### config.mk
export PLATFORM = sky130hd
export DESIGN_NAME = dsp48a1_seq
export DESIGN_NICKNAME = d
export VERILOG_FILES = /design/src/rtl/dsp48a1_seq.sv
export SDC_FILE = /design/constraint.sdc
export NUM_CORES = 1
export LEC_CHECK = 0
export CORE_AREA = 2 2 132 134
export CTS_BUF_LIST = sky130_fd_sc_hd__clkbuf_8
export DETAILED_ROUTE_END_ITERATION = 12
export DIE_AREA = 0 0 134 136
export PLACE_DENSITY = 0.89
export RECOVER_POWER = 50
export SLEW_MARGIN = 5
export SYNTH_ARGS = -nofsm -noshare
export SYNTH_HDL_FRONTEND = slang
export SYNTH_SLANG_ARGS = --single-unit
### constraint.sdc
create_clock -name CLK -period 2.7 [get_ports CLK]
set_input_delay 0.54 -clock CLK [delete_from_list [all_inputs] [get_ports CLK]]
set_output_delay 0.54 -clock CLK [all_outputs]
set_load 0.01 [all_outputs]
### src/rtl/dsp48a1_seq.sv
// Sequencer driving one DSP48A1 (A1/B1/C/D/M/P/OPMODE/CARRYIN registered) from a valid/ready request stream.
// Optional completed-operation counter on op_count is enabled by defining DSP_SEQ_OPCOUNT_EN.
module dsp48a1_seq (
  input  logic        CLK,
  input  logic        RST_N,
  input  logic        req_valid,
  output logic        req_ready,
  input  logic [17:0] req_a,
  input  logic [17:0] req_b,
  input  logic [17:0] req_d,
  input  logic [47:0] req_c,
  input  logic [7:0]  req_opmode,
  input  logic        req_carryin,
  output logic        rsp_valid,
  input  logic        rsp_ready,
  output logic [47:0] rsp_p,
  output logic        rsp_carryout,
  output logic [17:0] DSP_A,
  output logic [17:0] DSP_B,
  output logic [17:0] DSP_D,
  output logic [47:0] DSP_C,
  output logic [7:0]  DSP_OPMODE,
  output logic        DSP_CARRYIN,
  output logic        DSP_CEA,
  output logic        DSP_CEB,
  output logic        DSP_CEC,
  output logic        DSP_CED,
  output logic        DSP_CEM,
  output logic        DSP_CEP,
  output logic        DSP_CECARRYIN,
  output logic        DSP_CEOPMODE,
  output logic        DSP_RST,
  input  logic [47:0] DSP_P,
`ifdef DSP_SEQ_OPCOUNT_EN
  output logic [15:0] op_count,
`endif
  input  logic        DSP_CARRYOUT
);

  localparam int unsigned DW   = 18;
  localparam int unsigned CW   = 48;
  localparam int unsigned OW   = 8;
  localparam int unsigned CNTW = 16;

  typedef enum logic [2:0] {IDLE, S_CD, S_AB, S_M, S_P, S_CAP, RESP} state_t;

  state_t state;

  // Each state's clock enables are registered on entry, so they are high exactly while in that state.
  always_ff @(posedge CLK or negedge RST_N) begin
    if (!RST_N) begin
      state         <= IDLE;
      req_ready     <= 1'b0;
      rsp_valid     <= 1'b0;
      rsp_p         <= CW'(0);
      rsp_carryout  <= 1'b0;
      DSP_A         <= DW'(0);
      DSP_B         <= DW'(0);
      DSP_D         <= DW'(0);
      DSP_C         <= CW'(0);
      DSP_OPMODE    <= OW'(0);
      DSP_CARRYIN   <= 1'b0;
      DSP_CEA       <= 1'b0;
      DSP_CEB       <= 1'b0;
      DSP_CEC       <= 1'b0;
      DSP_CED       <= 1'b0;
      DSP_CEM       <= 1'b0;
      DSP_CEP       <= 1'b0;
      DSP_CECARRYIN <= 1'b0;
      DSP_CEOPMODE  <= 1'b0;
      DSP_RST       <= 1'b1;
`ifdef DSP_SEQ_OPCOUNT_EN
      op_count      <= CNTW'(0);
`endif
    end else begin
      DSP_RST       <= 1'b0;
      DSP_CEA       <= 1'b0;
      DSP_CEB       <= 1'b0;
      DSP_CEC       <= 1'b0;
      DSP_CED       <= 1'b0;
      DSP_CEM       <= 1'b0;
      DSP_CEP       <= 1'b0;
      DSP_CECARRYIN <= 1'b0;
      DSP_CEOPMODE  <= 1'b0;

      case (state)
        IDLE: begin
          if (req_valid && req_ready) begin
            DSP_A         <= req_a;
            DSP_B         <= req_b;
            DSP_D         <= req_d;
            DSP_C         <= req_c;
            DSP_OPMODE    <= req_opmode;
            DSP_CARRYIN   <= req_carryin;
            DSP_CEC       <= 1'b1;
            DSP_CED       <= 1'b1;
            DSP_CECARRYIN <= 1'b1;
            DSP_CEOPMODE  <= 1'b1;
            req_ready     <= 1'b0;
            state         <= S_CD;
          end else begin
            // Held low for one cycle after DSP_RST drops so the DSP leaves reset first.
            req_ready <= !DSP_RST;
          end
        end
        S_CD: begin
          DSP_CEA <= 1'b1;
          DSP_CEB <= 1'b1;
          state   <= S_AB;
        end
        S_AB: begin
          DSP_CEM <= 1'b1;
          state   <= S_M;
        end
        S_M: begin
          DSP_CEP <= 1'b1;
          state   <= S_P;
        end
        S_P: begin
          state <= S_CAP;
        end
        S_CAP: begin
          rsp_p        <= DSP_P;
          rsp_carryout <= DSP_CARRYOUT;
          rsp_valid    <= 1'b1;
          state        <= RESP;
        end
        RESP: begin
          if (rsp_ready) begin
            rsp_valid <= 1'b0;
            req_ready <= 1'b1;
            state     <= IDLE;
`ifdef DSP_SEQ_OPCOUNT_EN
            op_count  <= op_count + CNTW'(1);
`endif
          end
        end
        default: begin
          rsp_valid <= 1'b0;
          req_ready <= 1'b0;
          state     <= IDLE;
        end
      endcase
    end
  end

endmodule

==> impl_metrics.py, run 1 <==
metrics = {
    "run_status": {
        "status": "finished with violations",
        "violations": "max-capacitance violations, max-slew violations",
    },
    "worst_setup_path": {
        "worstReg2RegEnd": "rsp_p[26]$_DFFE_PN0P_",
        "reg2reg_from": "state[1]$_DFFE_PN0P_",
        "r2r_cells": 4,
        "required_ps": 3030,
        "r2r_slack_ps": 510,
        "cp.arrival_ps": 2590,
        "critPathLaunchType": "input port",
        "crit_path_end_kind": "flip-flop",
        "crit_type": "in -> reg",
        "crit_fanout": 23,
    },
    "synth": {
        "syn_inst": 379,
        "synth_top_area_frac": 0.657,
        "synth.area.top_cells": "dfrtp_1, mux2_2, mux2_4",
        "syn-num-nets": 543,
        "synth_cell_types": 25,
        "ys_seq_area_frac": 0.661,
        "synth_warnings": 0,
        "avgSynthCellArea_um2": 17.0,
        "synth_top_area_cell": "dfrtp_1",
        "ys_seq_elements": 170,
        "syn-cell-area_um2": 6440,
    },
    "floorplan": {
        "fp.dieH_um": 136,
        "dieArea_um2": 18200,
        "ios": 335,
        "initial_core_util": 0.382,
        "core_area_um2": 16900,
        "dieWidth_um": 134,
        "rows": 48,
    },
    "route": {
        "postRouteWirelength_mm": 16.5,
        "vias": 4378,
        "drc": 0,
        "wire_per_inst_um": 17.2,
        "ant_nets": 0,
        "vias_per_cell": 4.58,
        "drt_pass1_iterations": 4,
        "drt_iter0_markers": 134,
    },
    "timing": {
        "fin_tns_setup_ps": 0,
        "finalSetupViolCount": 0,
        "period_share": 0.835,
        "worst-slew-pin-transition_ps": 1600,
        "rsz0062_at_grt": "no",
        "relSlewSlack": -0.0676,
        "fin_worst_skew_ps": 10.2,
        "fmax_mhz": 443,
        "hold_viol": 0,
        "min_period_ps": 2260,
        "slew_viol_final": 60,
    },
    "clock_tree": {
        "htree_levels": 4,
        "clkSlewWorstSetupHoldPaths_ps": 90,
        "clkSinkCount": 170,
        "cts_tree": "done",
        "ctsResizeCount": 0,
        "cts_setup_buffers": 0,
        "hold_buffers": 0,
        "cts_buffers": 17,
        "cts_root_buffer": "clkbuf_8",
        "insertion_delay_ps": 450,
        "cts_buffer_depth": 2,
    },
    "global_routing": {
        "antenna_found_initial": 0,
        "grt_pass1_vias": 4766,
        "grt_pass1_wl_mm": 25.3,
        "grt_max_degree": 62,
        "grtUsageTotal": 0.181,
        "grt-ovfl-total": 0,
    },
    "final_layout": {
        "seqCellArea_um2": 4260,
        "fillers": 1299,
        "final_common_cell": "clkdlybuf4s50_1",
        "num-nets-final": 883,
        "diodes": 0,
        "area_growth_pct": 61.1,
        "multi_input_area_um2": 1930,
        "drive_gt1_frac": 0.263,
        "most-common-layout-cells": "clkdlybuf4s50_1, dfrtp_1, mux2_2",
    },
    "worst_hold_path": {
        "min_path_type": "in -> async",
    },
    "placement": {
        "gp_congestion": 0.770,
        "port_buffers": 334,
        "post-dp-hpwl_mm": 12.6,
    },
    "power_and_ir_drop": {
        "p_total_w": 0.0119,
        "cellPowerDensity_nw_per_um2": 1150,
        "p_leak_nw": 4.29,
        "vdd_drop_max_mv": 0.648,
    },
    "flow_run": {
        "drv_cap": 1,
    },
}
[routing by layer]
| metal | GRT usage | up-vias | part of all wire |
|---|---|---|---|
| li1 | - | 2001 | - |
| met1 | 0.195 | 2142 | 0.37 |
| met2 | 0.322 | 202 | 0.52 |
| met3 | 0.0645 | 33 | 0.084 |
| met4 | 0.0798 | 0 | 0.028 |
| met5 | 0 | - | 0 |
[report_power, final]
group / leakage (nW) / internal, W / switching [W]
Combinational: 2.05 / 0.00355 / 0.00195
Clock: 0.218 / 0.000986 / 0.000928
Sequential: 2.02 / 0.00383 / 0.000698
[registers in the layout (all words and copies together) (netlist names)]
name and flops:
DSP_CEOPMODE 1, DSP_CEP 1, DSP_B 18, DSP_CEM 1, DSP_CEB 1, DSP_OPMODE 8, req_ready 1, DSP_CARRYIN 1
state 3, DSP_RST 1, rsp_carryout 1, DSP_C 48, DSP_A 18, rsp_p 48, rsp_valid 1, DSP_D 18
[worst max-delay path by stage]
stage | start | endpoint | slack, ps | cells after the start
after floorplan | state[0]$_DFFE_PN0P_ | DSP_A[0]$_DFFE_PN0P_ | 1080 | 5
after global placement | req_valid | DSP_D[5]$_DFFE_PN0P_ | 370 | 6
after detailed placement | req_valid | DSP_D[7]$_DFFE_PN0P_ | 300 | 6
after CTS | DSP_RST$_DFF_PN1_ | DSP_RST | 600 | 1
after global routing | req_valid | DSP_C[24]$_DFFE_PN0P_ | 350 | 5
final | req_valid | DSP_D[7]$_DFFE_PN0P_ | 440 | 6
[cell families (layout without fill, tap and decap cells)]
group | Yosys count | after routing | share of synthesized area
DFF | 170 | 170 | 0.661
AOI/OAI and AO/OA | 10 | 10 | 0.0103
muxes | 160 | 160 | 0.286
buffers and inverters | 27 | 379 | 0.0299
and+or+nand+nor | 11 | 11 | 0.0130
other | 1 | 1 | 0.000582
[critical path, stage by stage]
cell,delay [ps]
dlygate4sd3_1,580
nand2_1,70
nor4_1,460
buf_12,220
buf_4,310
mux2_2,390
[synthesized netlist by cell type]
library cell and instances:
buf_4 15, inv_1 2, nor4_1 1, a21oi_1 3
o21a_1 1, mux2_4 10, buf_6 2, nor4_4 1
nor2_1 1, buf_8 1, mux2_2 150, a21bo_2 1
a221oi_1 1, nor3b_1 2, buf_2 7, nand2_1 3
or2_1 1, nand2b_4 1, and3_1 1, conb_1 1
dfstp_2 1, o21bai_1 1, dfrtp_1 169, o21ai_0 2
a211oi_1 1
[cell type report]
cell class                      instances  area share
Sequential cell                       170       0.410
Timing Repair Buffer                  346       0.335
Multi-Input combinational cell        182       0.186
Tap cell                              225      0.0271
Clock buffer                           20      0.0265
Clock inverter                         11      0.0140
Inverter                                2    0.000724
[per-stage QoR]
step	setup slack [ps]	hold slack [ps]	utilization	area [um2]	instances
after global placement	365	487	0.595	10000	925
after floorplan	1080	244	-	6440	379
after CTS	599	73.7	0.620	10500	956
final	445	495	0.615	10400	956
after global routing	348	519	0.615	10400	956
after detailed placement	295	491	0.595	10000	925
Note: power is estimated with default switching activity, not from simulation.
==> run 2, diff against run 1 <==
CORE_AREA = 2 2 129 131   (was 2 2 132 134)
DIE_AREA = 0 0 131 133   (was 0 0 134 136)
PLACE_DENSITY = 0.92   (was 0.89)
clock period = 2.23 ns   (was 2.7 ns; I/O delays follow)
==> run 2 against run 1 <==
Die area shrank 4.4%. Power grew 21%. Core utilization is 2.7 points higher. Non-clock buffer count increased by 3. Critical path type is now reg -> reg. Critical endpoint is now rsp_p[21]$_DFFE_PN0P_. Critical path depth down 2. The flow now finishes without violations. Register-to-register slack got worse by 260 ps.
==> impl_metrics.py, run 2 (synthesis gave the netlist of run 1 again) <==
metrics = {
    "worst_hold_path": {
        "min_path_type": "reg -> reg",
        "worstHoldEndpoint": "rsp_p[26]$_DFFE_PN0P_",
        "hold_start": "rsp_p[26]$_DFFE_PN0P_",
        "hold_depth": 1,
    },
    "clock_tree": {
        "cts_buffers": 17,
        "ctsResizeCount": 0,
        "insertion_delay_ps": 440,
        "cts_setup_buffers": 0,
        "hold_buffers": 1,
        "cts_tree": "done",
        "clkSinkCount": 170,
        "htree_levels": 4,
        "clkSlewWorstSetupHoldPaths_ps": 90,
        "cts_buffer_depth": 2,
        "cts_root_buffer": "clkbuf_8",
    },
    "global_routing": {
        "grt_pass1_wl_mm": 26.3,
        "grt_pass1_vias": 5015,
        "grt_max_degree": 54,
        "antenna_found_initial": 0,
        "grt-ovfl-total": 0,
        "grtUsageTotal": 0.197,
    },
    "timing": {
        "worst-slew-pin-transition_ps": 1160,
        "period_share": 0.886,
        "fmax_mhz": 506,
        "fin_worst_skew_ps": 11.4,
        "relSlewSlack": 0.228,
        "fin_tns_setup_ps": 0,
        "slew_viol_final": 0,
        "min_period_ps": 1980,
        "rsz0062_at_grt": "no",
        "hold_viol": 0,
        "finalSetupViolCount": 0,
    },
    "final_layout": {
        "seqCellArea_um2": 4260,
        "final_common_cell": "clkdlybuf4s50_1",
        "diodes": 0,
        "most-common-layout-cells": "clkdlybuf4s50_1, dfrtp_1, mux2_2",
        "fillers": 1156,
        "num-nets-final": 886,
        "drive_gt1_frac": 0.279,
        "post-route-util": 0.642,
        "area_growth_pct": 61.1,
        "largestRegisters": "DSP_C: 48 flops, rsp_p: 48 flops",
        "final_cells": 955,
        "design_area_um2": 10400,
        "multi_input_area_um2": 1970,
    },
    "floorplan": {
        "dieArea_um2": 17400,
        "dieWidth_um": 131,
        "initial_core_util": 0.398,
        "fp.dieH_um": 133,
        "core_area_um2": 16200,
        "ios": 335,
        "rows": 47,
    },
    "power_and_ir_drop": {
        "vdd_drop_max_mv": 0.800,
        "p_leak_nw": 4.32,
        "cellPowerDensity_nw_per_um2": 1390,
        "p_total_w": 0.0145,
    },
    "placement": {
        "dp.cells": 922,
        "post-dp-hpwl_mm": 13.1,
        "placed_cell_area_um2": 10100,
        "gp_congestion": 0.780,
        "port_buffers": 334,
    },
    "worst_setup_path": {
        "critPathBufInv": 1,
        "cp_slowest_stage_delay_ps": 480,
        "r2r_cells": 4,
        "cp_slowest_cell": "dfrtp_1",
        "critPathLaunchType": "flip-flop",
        "crit_fanout": 49,
        "reg2reg_from": "state[1]$_DFFE_PN0P_",
        "path_cells": "nand2b_1, or2_2, clkbuf_4, mux2_4",
        "r2r_slack_ps": 250,
        "required_ps": 2560,
        "crit_family": "simple AND/OR/NAND/NOR gates",
        "cp.arrival_ps": 2300,
        "crit_path_end_kind": "flip-flop",
        "crit_type": "reg -> reg",
        "worstReg2RegEnd": "rsp_p[21]$_DFFE_PN0P_",
    },
    "route": {
        "drc": 0,
        "ant_nets": 0,
        "vias_per_cell": 4.65,
        "drt_pass1_iterations": 4,
        "drt_iter0_markers": 101,
        "vias": 4439,
        "wire_per_inst_um": 17.7,
        "postRouteWirelength_mm": 16.9,
    },
    "run_status": {
        "status": "completed",
    },
    "flow_run": {
        "drv_cap": 0,
    },
}
-- run 2: cell types whose count changed in the layout (fill, tap and decap cells not counted), sizes merged --
| cell | delta |
|---|---|
| bufinv | -2 |
| buf | -2 |
| clkinv | -1 |
| clkdlybuf4s50 | +1 |
| inv | +2 |
| clkinvlp | +3 |
| clkbuf | +3 |
-- run 2: per-stage QoR --
stage,hold slack [ps],setup WS (ps)
finish,510,253
global route,521,107
CTS,474,218
detailed placement,410,74.0
global placement,405,80.7
floorplan,150,607
-- run 2: worst max path at each step --
stage | start | to | slack [ps] | depth (start not counted)
3_5_place_dp | req_valid | DSP_C[21]$_DFFE_PN0P_ | 70 | 6
6_report | state[1]$_DFFE_PN0P_ | rsp_p[21]$_DFFE_PN0P_ | 250 | 4
5_1_grt | state[0]$_DFFE_PN0P_ | DSP_C[4]$_DFFE_PN0P_ | 110 | 4
2_1_floorplan | state[0]$_DFFE_PN0P_ | DSP_A[0]$_DFFE_PN0P_ | 610 | 5
4_1_cts | DSP_RST$_DFF_PN1_ | DSP_RST | 220 | 1
3_3_place_gp | req_valid | DSP_C[21]$_DFFE_PN0P_ | 80 | 6
-- run 2: layout make-up --
class	instances	area share
clock buffers	19	0.0252
inverters	2	0.000723
multi-input cells	182	0.190
flip-flops and latches	170	0.410
clock inverters	13	0.0115
repair buffers	349	0.336
well taps	220	0.0265
-- run 2: power breakdown --
group	leakage, nW	internal, W	switching [W]	total (W)
registers	2.02	0.00465	0.000920	0.00557
clock network	0.190	0.000952	0.00114	0.00209
logic	2.11	0.00439	0.00240	0.00680
-- run 2: worst reg2reg max path: stages (launching register included) --
cell and delay [ps]:
dfrtp_1 480, nand2b_1 210, or2_2 280, clkbuf_4 430, mux2_4 470
-- run 2: layer usage --
layer	share of wire	global-route usage	vias to the layer above	routed length (um)
met3	0.080	0.0704	28	1360
met2	0.53	0.348	197	8940
met5	0	0	-	0
met4	0.020	0.0674	0	345
li1	-	-	2009	-
met1	0.37	0.217	2205	6290
